File: src/rtl/otp_pkg.sv
// otp_pkg: shared FSM state type, default feedback taps and bit-reverse helper for the keystream generator
package otp_pkg;
  typedef enum logic {GEN, HOLD} ks_state_t;
  localparam logic [7:0] DEF_TAPS = 8'hC0;
  function automatic logic [63:0] bit_rev(input logic [63:0] v, input int w);
    logic [63:0] r;
    r = '0;
    for (int i = 0; i < w; i++) r[i] = v[w-1-i];
    return r;
  endfunction
endpackage

File: src/rtl/otp_lfsr_core.sv
// otp_lfsr_core: Fibonacci LFSR register with seed load, zero-seed fixup and left/right step
// Ports: clk, clear_n (async active-low reset), i_load/i_seed (seed strobe and value),
//        i_step (advance one bit), i_dir (0 left, 1 right), o_state (register),
//        o_bit (bit shifted out by the current step), o_seed_zero (loaded seed was zero)
module otp_lfsr_core import otp_pkg::*; #(
  parameter int WIDTH = 8,
  parameter logic [WIDTH-1:0] TAPS = WIDTH'(DEF_TAPS)
) (
  input  logic             clk,
  input  logic             clear_n,
  input  logic             i_load,
  input  logic [WIDTH-1:0] i_seed,
  input  logic             i_step,
  input  logic             i_dir,
  output logic [WIDTH-1:0] o_state,
  output logic             o_bit,
  output logic             o_seed_zero
);
  localparam logic [WIDTH-1:0] RTAPS = WIDTH'(bit_rev(64'(TAPS), WIDTH));
  logic [WIDTH-1:0] r_lfsr;
  logic             w_fb;
  assign w_fb        = i_dir ? ^(r_lfsr & RTAPS) : ^(r_lfsr & TAPS);
  assign o_bit       = i_dir ? r_lfsr[0] : r_lfsr[WIDTH-1];
  assign o_state     = r_lfsr;
  assign o_seed_zero = i_load && i_seed == '0;
  always_ff @(posedge clk or negedge clear_n) begin
    if (!clear_n) r_lfsr <= '1;
    else if (i_load) r_lfsr <= o_seed_zero ? '1 : i_seed;
    else if (i_step) r_lfsr <= i_dir ? {w_fb, r_lfsr[WIDTH-1:1]} : {r_lfsr[WIDTH-2:0], w_fb};
  end
endmodule

File: src/rtl/otp_keystream_gen.sv
// otp_keystream_gen: LFSR keystream generator with seed loading and a valid/ready word port
// Ports: clk, clear_n (async active-low reset), seed_load/seed, dir (0 left, 1 right),
//        ks_valid/ks_ready/ks_data (keystream word handshake), lfsr_state, word_cnt
//        (words accepted since reset/seed), seed_zero (zero seed replaced by all-ones).
// Build option OTP_KS_XOR_EN: adds pt_data and outputs word ^ pt_data (OTP enc/dec).
module otp_keystream_gen import otp_pkg::*; #(
  parameter int WIDTH = 8,
  parameter logic [WIDTH-1:0] TAPS = WIDTH'(DEF_TAPS),
  parameter int OUT_W = 8,
  parameter int CNT_W = 16
) (
  input  logic             clk,
  input  logic             clear_n,
  input  logic             seed_load,
  input  logic [WIDTH-1:0] seed,
  input  logic             dir,
`ifdef OTP_KS_XOR_EN
  input  logic [OUT_W-1:0] pt_data,
`endif
  output logic             ks_valid,
  input  logic             ks_ready,
  output logic [OUT_W-1:0] ks_data,
  output logic [WIDTH-1:0] lfsr_state,
  output logic [CNT_W-1:0] word_cnt,
  output logic             seed_zero
);
  localparam int CW = OUT_W > 1 ? $clog2(OUT_W) : 1;
  ks_state_t        r_state, w_state_nxt;
  logic [CW-1:0]    r_cnt;
  logic [OUT_W-1:0] r_word;
  logic [CNT_W-1:0] r_wcnt;
  logic             r_dir, r_seed_zero;
  logic             w_step, w_dir, w_bit, w_last, w_zero;
  assign w_last = r_cnt == CW'(OUT_W - 1);
  assign w_step = r_state == GEN && !seed_load;
  // direction is sampled on the first step of a word and held for the rest of it
  assign w_dir  = r_cnt == '0 ? dir : r_dir;
  otp_lfsr_core #(.WIDTH(WIDTH), .TAPS(TAPS)) u_core (
    .clk(clk), .clear_n(clear_n), .i_load(seed_load), .i_seed(seed), .i_step(w_step),
    .i_dir(w_dir), .o_state(lfsr_state), .o_bit(w_bit), .o_seed_zero(w_zero)
  );
  always_ff @(posedge clk or negedge clear_n) begin
    if (!clear_n) r_state <= GEN;
    else r_state <= w_state_nxt;
  end
  always_comb begin
    w_state_nxt = r_state;
    if (seed_load) w_state_nxt = GEN;
    else if (r_state == GEN) w_state_nxt = w_last ? HOLD : GEN;
    else w_state_nxt = ks_ready ? GEN : HOLD;
  end
  always_ff @(posedge clk or negedge clear_n) begin
    if (!clear_n) begin
      r_cnt       <= '0;
      r_word      <= '0;
      r_wcnt      <= '0;
      r_dir       <= 1'b0;
      r_seed_zero <= 1'b0;
    end else begin
      r_seed_zero <= w_zero;
      if (seed_load) begin
        r_cnt  <= '0;
        r_word <= '0;
        r_wcnt <= '0;
      end else begin
        if (w_step) begin
          r_word <= OUT_W'({r_word, w_bit});
          r_cnt  <= w_last ? '0 : r_cnt + 1'b1;
          if (r_cnt == '0) r_dir <= dir;
        end
        if (r_state == HOLD && ks_ready) r_wcnt <= r_wcnt + 1'b1;
      end
    end
  end
  assign ks_valid  = r_state == HOLD;
  assign word_cnt  = r_wcnt;
  assign seed_zero = r_seed_zero;
`ifdef OTP_KS_XOR_EN
  assign ks_data = r_word ^ pt_data;
`else
  assign ks_data = r_word;
`endif
endmodule

File: config.mk
export PLATFORM = sky130hd
export DESIGN_NAME = otp_keystream_gen
export DESIGN_NICKNAME = d
export VERILOG_FILES = /design/src/rtl/otp_pkg.sv /design/src/rtl/otp_lfsr_core.sv /design/src/rtl/otp_keystream_gen.sv
export SDC_FILE = /design/constraint.sdc
export NUM_CORES = 1
export LEC_CHECK = 0
export CORE_MARGIN = 2
export CORE_UTILIZATION = 53
export DETAILED_ROUTE_END_ITERATION = 10
export GPL_ROUTABILITY_DRIVEN = 0
export PLACE_DENSITY = 0.95
export SYNTH_ARGS = -nofsm -noshare
export SYNTH_HDL_FRONTEND = slang
export SYNTH_SLANG_ARGS = --single-unit
File: constraint.sdc
create_clock -name clk -period 3.3 [get_ports clk]
set_input_delay 0.33 -clock clk [delete_from_list [all_inputs] [get_ports clk]]
set_output_delay 0.33 -clock clk [all_outputs]
set_load 0.03 [all_outputs]
## After elaboration in Yosys (flattened, before gate mapping)

Cells that the tools add are included.

| storage, ports and cells | value |
|---|---|
| flip-flop bits (word level) | 38 |
| input port bits | 13 |
| word-level logic and storage cells | 41 |

| operators by class | value |
|---|---|
| $add $sub $neg | 2 |
| equal/unequal tests | 1 |
| muxes and demuxes | 18 |
| bitwise logic cells | 2 |
| reduce and logical (&&, ||, !) cells | 11 |

Operators by type and width:

| cell | count |
|---|---|
| $mux 8 | 6 |
| $mux 16 | 2 |
| $add 16x1->16 const B | 1 |
| $reduce_xor 8->1 | 2 |
| $mux 3 | 3 |
| $logic_not 8->1 | 1 |
| $mux 1 | 7 |
| $reduce_bool 2->1 | 2 |
| $add 3x1->3 const B | 1 |
| $eq 3x3->1 const B | 1 |
| $logic_and 1x1->1 | 3 |
| $logic_not 3->1 | 1 |
| $not 1->1 | 2 |
| $reduce_and 2->1 | 1 |
| $logic_not 1->1 | 1 |

## Depth between registers and ports, before layout

| logic depth | value |
|---|---|
| word-level depth | 6 |
| depth in mapped cells | 7 |

## Hierarchy

From an unflattened synthesis, not the netlist that was laid out.

| second synthesis, totals | value |
|---|---|
| cell total of the unflattened synthesis | 196 |
| area total of the unflattened synthesis | 2000.7 sq um |

Modules (own cells, without submodules):

| module | instances | cells each | area each (sq um) | seq. area each (sq um) |
|---|---|---|---|---|
| otp_keystream_gen | 1 | 140 | 1462.7 | 750.7 |
| otp_lfsr_core | 1 | 56 | 538.0 | 210.2 |

## Worst setup path after synthesis

No wires, ideal clock.

| timing | value |
|---|---|
| path kind | register -> register |
| from | register r_wcnt[5], in the netlist word_cnt[5] |
| to | register r_wcnt[15], in the netlist word_cnt[15] |
| arrival | 1.538 ns |
| required time | 3.175 ns |
| path slack | 1.637 ns |
| cell stages (with the launch flop) | 5 |
| buffers on the path | 0 |
| clock period less this slack | 1.663 ns |
| path through | dfrtp_1 -> nand4_4 -> nor4_4 -> nand3_2 -> mux2_4 |

| between the ends | value |
|---|---|
| longest elaborated chain between the ends | 3 |

Ends and longest elaborated chain:

| element | line | text |
|---|---|---|
| start: declaration | otp_keystream_gen.sv:31 | `logic [CNT_W-1:0] r_wcnt;` |
| start signal: assignment | otp_keystream_gen.sv:71 | `if (r_state == HOLD && ks_ready) r_wcnt <= r_wcnt + 1'b1;` |
| $add 16x1->16 | otp_keystream_gen.sv:71 |  |
| $mux 16 | otp_keystream_gen.sv:71 |  |
| $mux 16 | otp_keystream_gen.sv:61 | `if (seed_load) begin` |

No other way between the ends. The select of a mux whose other input is x is not followed.
A chain may end at the register's enable or synchronous reset.

## Final worst setup path

| timing | value |
|---|---|
| from | register r_state, in the netlist ks_valid |
| to | output ks_valid |

RTL lines:

| element | line | text |
|---|---|---|
| start: declaration | otp_keystream_gen.sv:28 | `ks_state_t r_state, w_state_nxt;` |
| start signal: assignment | otp_keystream_gen.sv:44 | `else r_state <= w_state_nxt;` |
| end: declaration | otp_keystream_gen.sv:20 | `output logic ks_valid,` |

No word-level cell between the ends.

==> results.cfg <==
[sta]
timing.final.setup_violations = 0
hold_viol_final = 0
slew_viol_final = 0
maxSlewHeadroom_pct = 29.2
final.min_clock_period_ns = 2.57
tns_ns = 0
final.setup_skew_ns = 0.0150
rsz0062_at_grt = no
tightestPinTransition_ns = 1.06
final.period_utilization_pct = 77.9
fmaxAchievable_mhz = 389

[routing]
routed_wirelength_mm = 4.09
detailroute.wirelength.met2_mm = 2.01
first_pass_iteration_count_of_the_detailed_router = 4
antenna_violating_nets_post_route = 0
routed_wire_per_std_cell_um = 14.6
route.detailed.vias_per_inst = 5.64
wl_met3_um = 206
wirelength_met1_mm = 1.79
drcViolationCount = 0
first_iter_violations = 143
via_count = 1579
route.top_layer_used = met4

[global_route]
grt_start_max_net_pins = 39
grt_pass1_wl_mm = 6.86
initial_antenna_violation_count = 0
grt_use_total_pct = 21.3
grt_pass1_vias = 1465
overflow = 0

[synth]
post_synth_inst_count = 188
synth_cell_types = 30
mappedNetlistArea_um2 = 1930
yosys_register_bits = 38
post_synth_most_frequent_cells = sky130_fd_sc_hd__nor2_1, sky130_fd_sc_hd__dfrtp_1, sky130_fd_sc_hd__mux2i_1
post_synthesis_average_cell_area_um2 = 10.2
library_cell_with_the_highest_instance_count_after_synthesis = sky130_fd_sc_hd__nor2_1
netlist_top_cells_area = sky130_fd_sc_hd__dfrtp_1, sky130_fd_sc_hd__dfstp_2, sky130_fd_sc_hd__mux2i_1
synth_top_area_share_pct = 39.0
synth_edf_count = 0
seq_total_area_yosys_pct = 49.9
postSynth.asyncResetShare_pct = 100
synth-warning-count = 0
synth_ff_type = sky130_fd_sc_hd__dfrtp_1
synth_fp_nets = 205
post-synth-top-area-cell = sky130_fd_sc_hd__dfrtp_1

[flow_run]
maxCapViolations = 0

[clock_network]
clockBufferDepth = 2
cts-htree-levels = 2
clock_tree.root_cell = sky130_fd_sc_hd__clkbuf_4
cts_tree = done
post_cts_resize_count = 0
cts_hold_buf = 0
path_clk_slew_ns = 0.12
clock_network_latency_to_the_later_pin_of_the_worst_skew_pair_ns = 0.34
cts_buffers = 5
clock_sink_count = 38
post-cts-setup-buffer-count = 0

[setup_path]
timing.critical_path.cells = clkdlybuf4s50_1
critPathArrivalTime_ns = 2.24
timing.critical_path.slowest_cell_delay_ns = 1.06
timing.critical_path.from_type = flip-flop
slowest_stage = sky130_fd_sc_hd__dfrtp_1
timing.critical_path.buf_inv = 1
critical_path_required_ns = 2.97
timing.critical_path.max_delay_family = flip-flops
crit_path_end_kind = output port
criticalPathCategory = flip-flop to output port
critPathMaxFanout = 28

[layout]
areaGrowthSynthToFinish_pct = 28.5
final_core_util_pct = 72.4
final_layout_size_suffix_gt1_share_pct = 11.1
antenna_cells = 0
regArea_um2 = 961
final_cells = 280
fill_cells = 252
final_nets = 250
multi_input_area_um2 = 898

[floorplan]
standard_cell_row_count = 21
die_area_um2 = 4130
area_inside_the_core_boundary_um2 = 3420
dieHeight_um = 64.3
initial_utilization_pct = 56.4
fp.dieW_um = 64.3
pin_count = 47

[status]
status = finished, final reports clean

[power_and_ir_drop]
power.switching_fraction_pct = 29.2
maximum_ir_drop_on_the_vdd_rail_mv = 0.318
power.combinational.fraction_pct = 20.8
clkPwrFrac_pct = 25.3
p_leak_nw = 1.04
power.total_mw = 0.990
p_sw_mw = 0.289
power_density_nw_per_um2 = 400
p_int_mw = 0.701
seqPwrFrac_pct = 53.9

[place]
place.detailed.hpwl_mm = 2.84
port_buffers = 46
dp.cells = 272

[min_path]
min_path_type = input pin to async pin
-- through the flow --
stage	area (um^2)	hold slack [ns]	setup WS, ns
5_1_grt	2470	0.124	0.623
4_1_cts	2470	0.0768	0.723
6_report	2470	0.0684	0.729
3_5_place_dp	2410	0.459	1.05
3_3_place_gp	2410	0.462	1.17
2_1_floorplan	1930	0.0344	1.64
-- metal layers --
metal / vias to the layer above / GRT usage [%]
li1: 738 / -
met4: 0 / 7.71
met2: 63 / 33.9
met5: - / 0
met3: 9 / 4.05
met1: 769 / 29.2
-- layout make-up --
type	instances	area share (%)
Clock buffer	7	2.23
Inverter	7	1.06
Clock inverter	1	0.202
Multi-Input combinational cell	133	36.3
Tap cell	46	2.33
Sequential cell	38	38.8
Timing Repair Buffer	48	19.0
-- power groups by stage --
| stage | Clock [mW] | Sequential, mW | Combinational, mW |
|---|---|---|---|
| after floorplan | 0 | 0.576 | 0.0858 |
| after global placement | 0 | 0.541 | 0.201 |
| after detailed placement | 0 | 0.542 | 0.206 |
| after CTS | 0.258 | 0.534 | 0.207 |
| after global routing | 0.278 | 0.539 | 0.220 |
| final | 0.250 | 0.534 | 0.206 |
-- final timing paths --
check,start,end,slack [ns],cells past startpoint
max,ks_valid$_DFF_PN0_,ks_valid,0.73,1
min,clear_n,ks_data[0]$_DFFE_PN0P_,0.07,1
max reg2reg,ks_valid$_DFF_PN0_,word_cnt[11]$_DFFE_PN0P_,0.99,4
min reg2reg,r_dir$_DFFE_PN0P_,r_dir$_DFFE_PN0P_,0.50,2
max in group asynchronous,clear_n,ks_data[1]$_DFFE_PN0P_,2.71,1
min in group clk,r_dir$_DFFE_PN0P_,r_dir$_DFFE_PN0P_,0.50,2
-- logic make-up after synthesis --
logic type               after synthesis  synth area share (%)
buffers and inverters                 17                  3.44
flip-flops                            38                  49.9
multiplexers                          20                  10.7
XOR/XNOR                              14                  6.37
adder cells (fa/ha/maj)                4                  2.60
AND/OR/NAND/NOR                       70                  19.6
AO/OA/AOI/OAI                         25                  7.41
-- state kept, by name, indices dropped and copies added (netlist names) --
register	flops
word_cnt	16
ks_data	8
u_core.o_state	8
r_cnt	3
ks_valid	1
r_dir	1
seed_zero	1
-- cell usage in the layout, fill, tap and decap left out, types with 5 or more instances in the layout --
master                             n
sky130_fd_sc_hd__nor4_1            8
sky130_fd_sc_hd__mux2i_1          19
sky130_fd_sc_hd__a21oi_1          11
sky130_fd_sc_hd__clkbuf_4          5
sky130_fd_sc_hd__nor2_1           35
sky130_fd_sc_hd__dfstp_2           8
sky130_fd_sc_hd__o22ai_1           8
sky130_fd_sc_hd__inv_1             7
sky130_fd_sc_hd__dfrtp_1          30
sky130_fd_sc_hd__clkdlybuf4s50_1  45
sky130_fd_sc_hd__xnor2_1          10
sky130_fd_sc_hd__nand2_1           6
(Power assumes the default switching activity.)
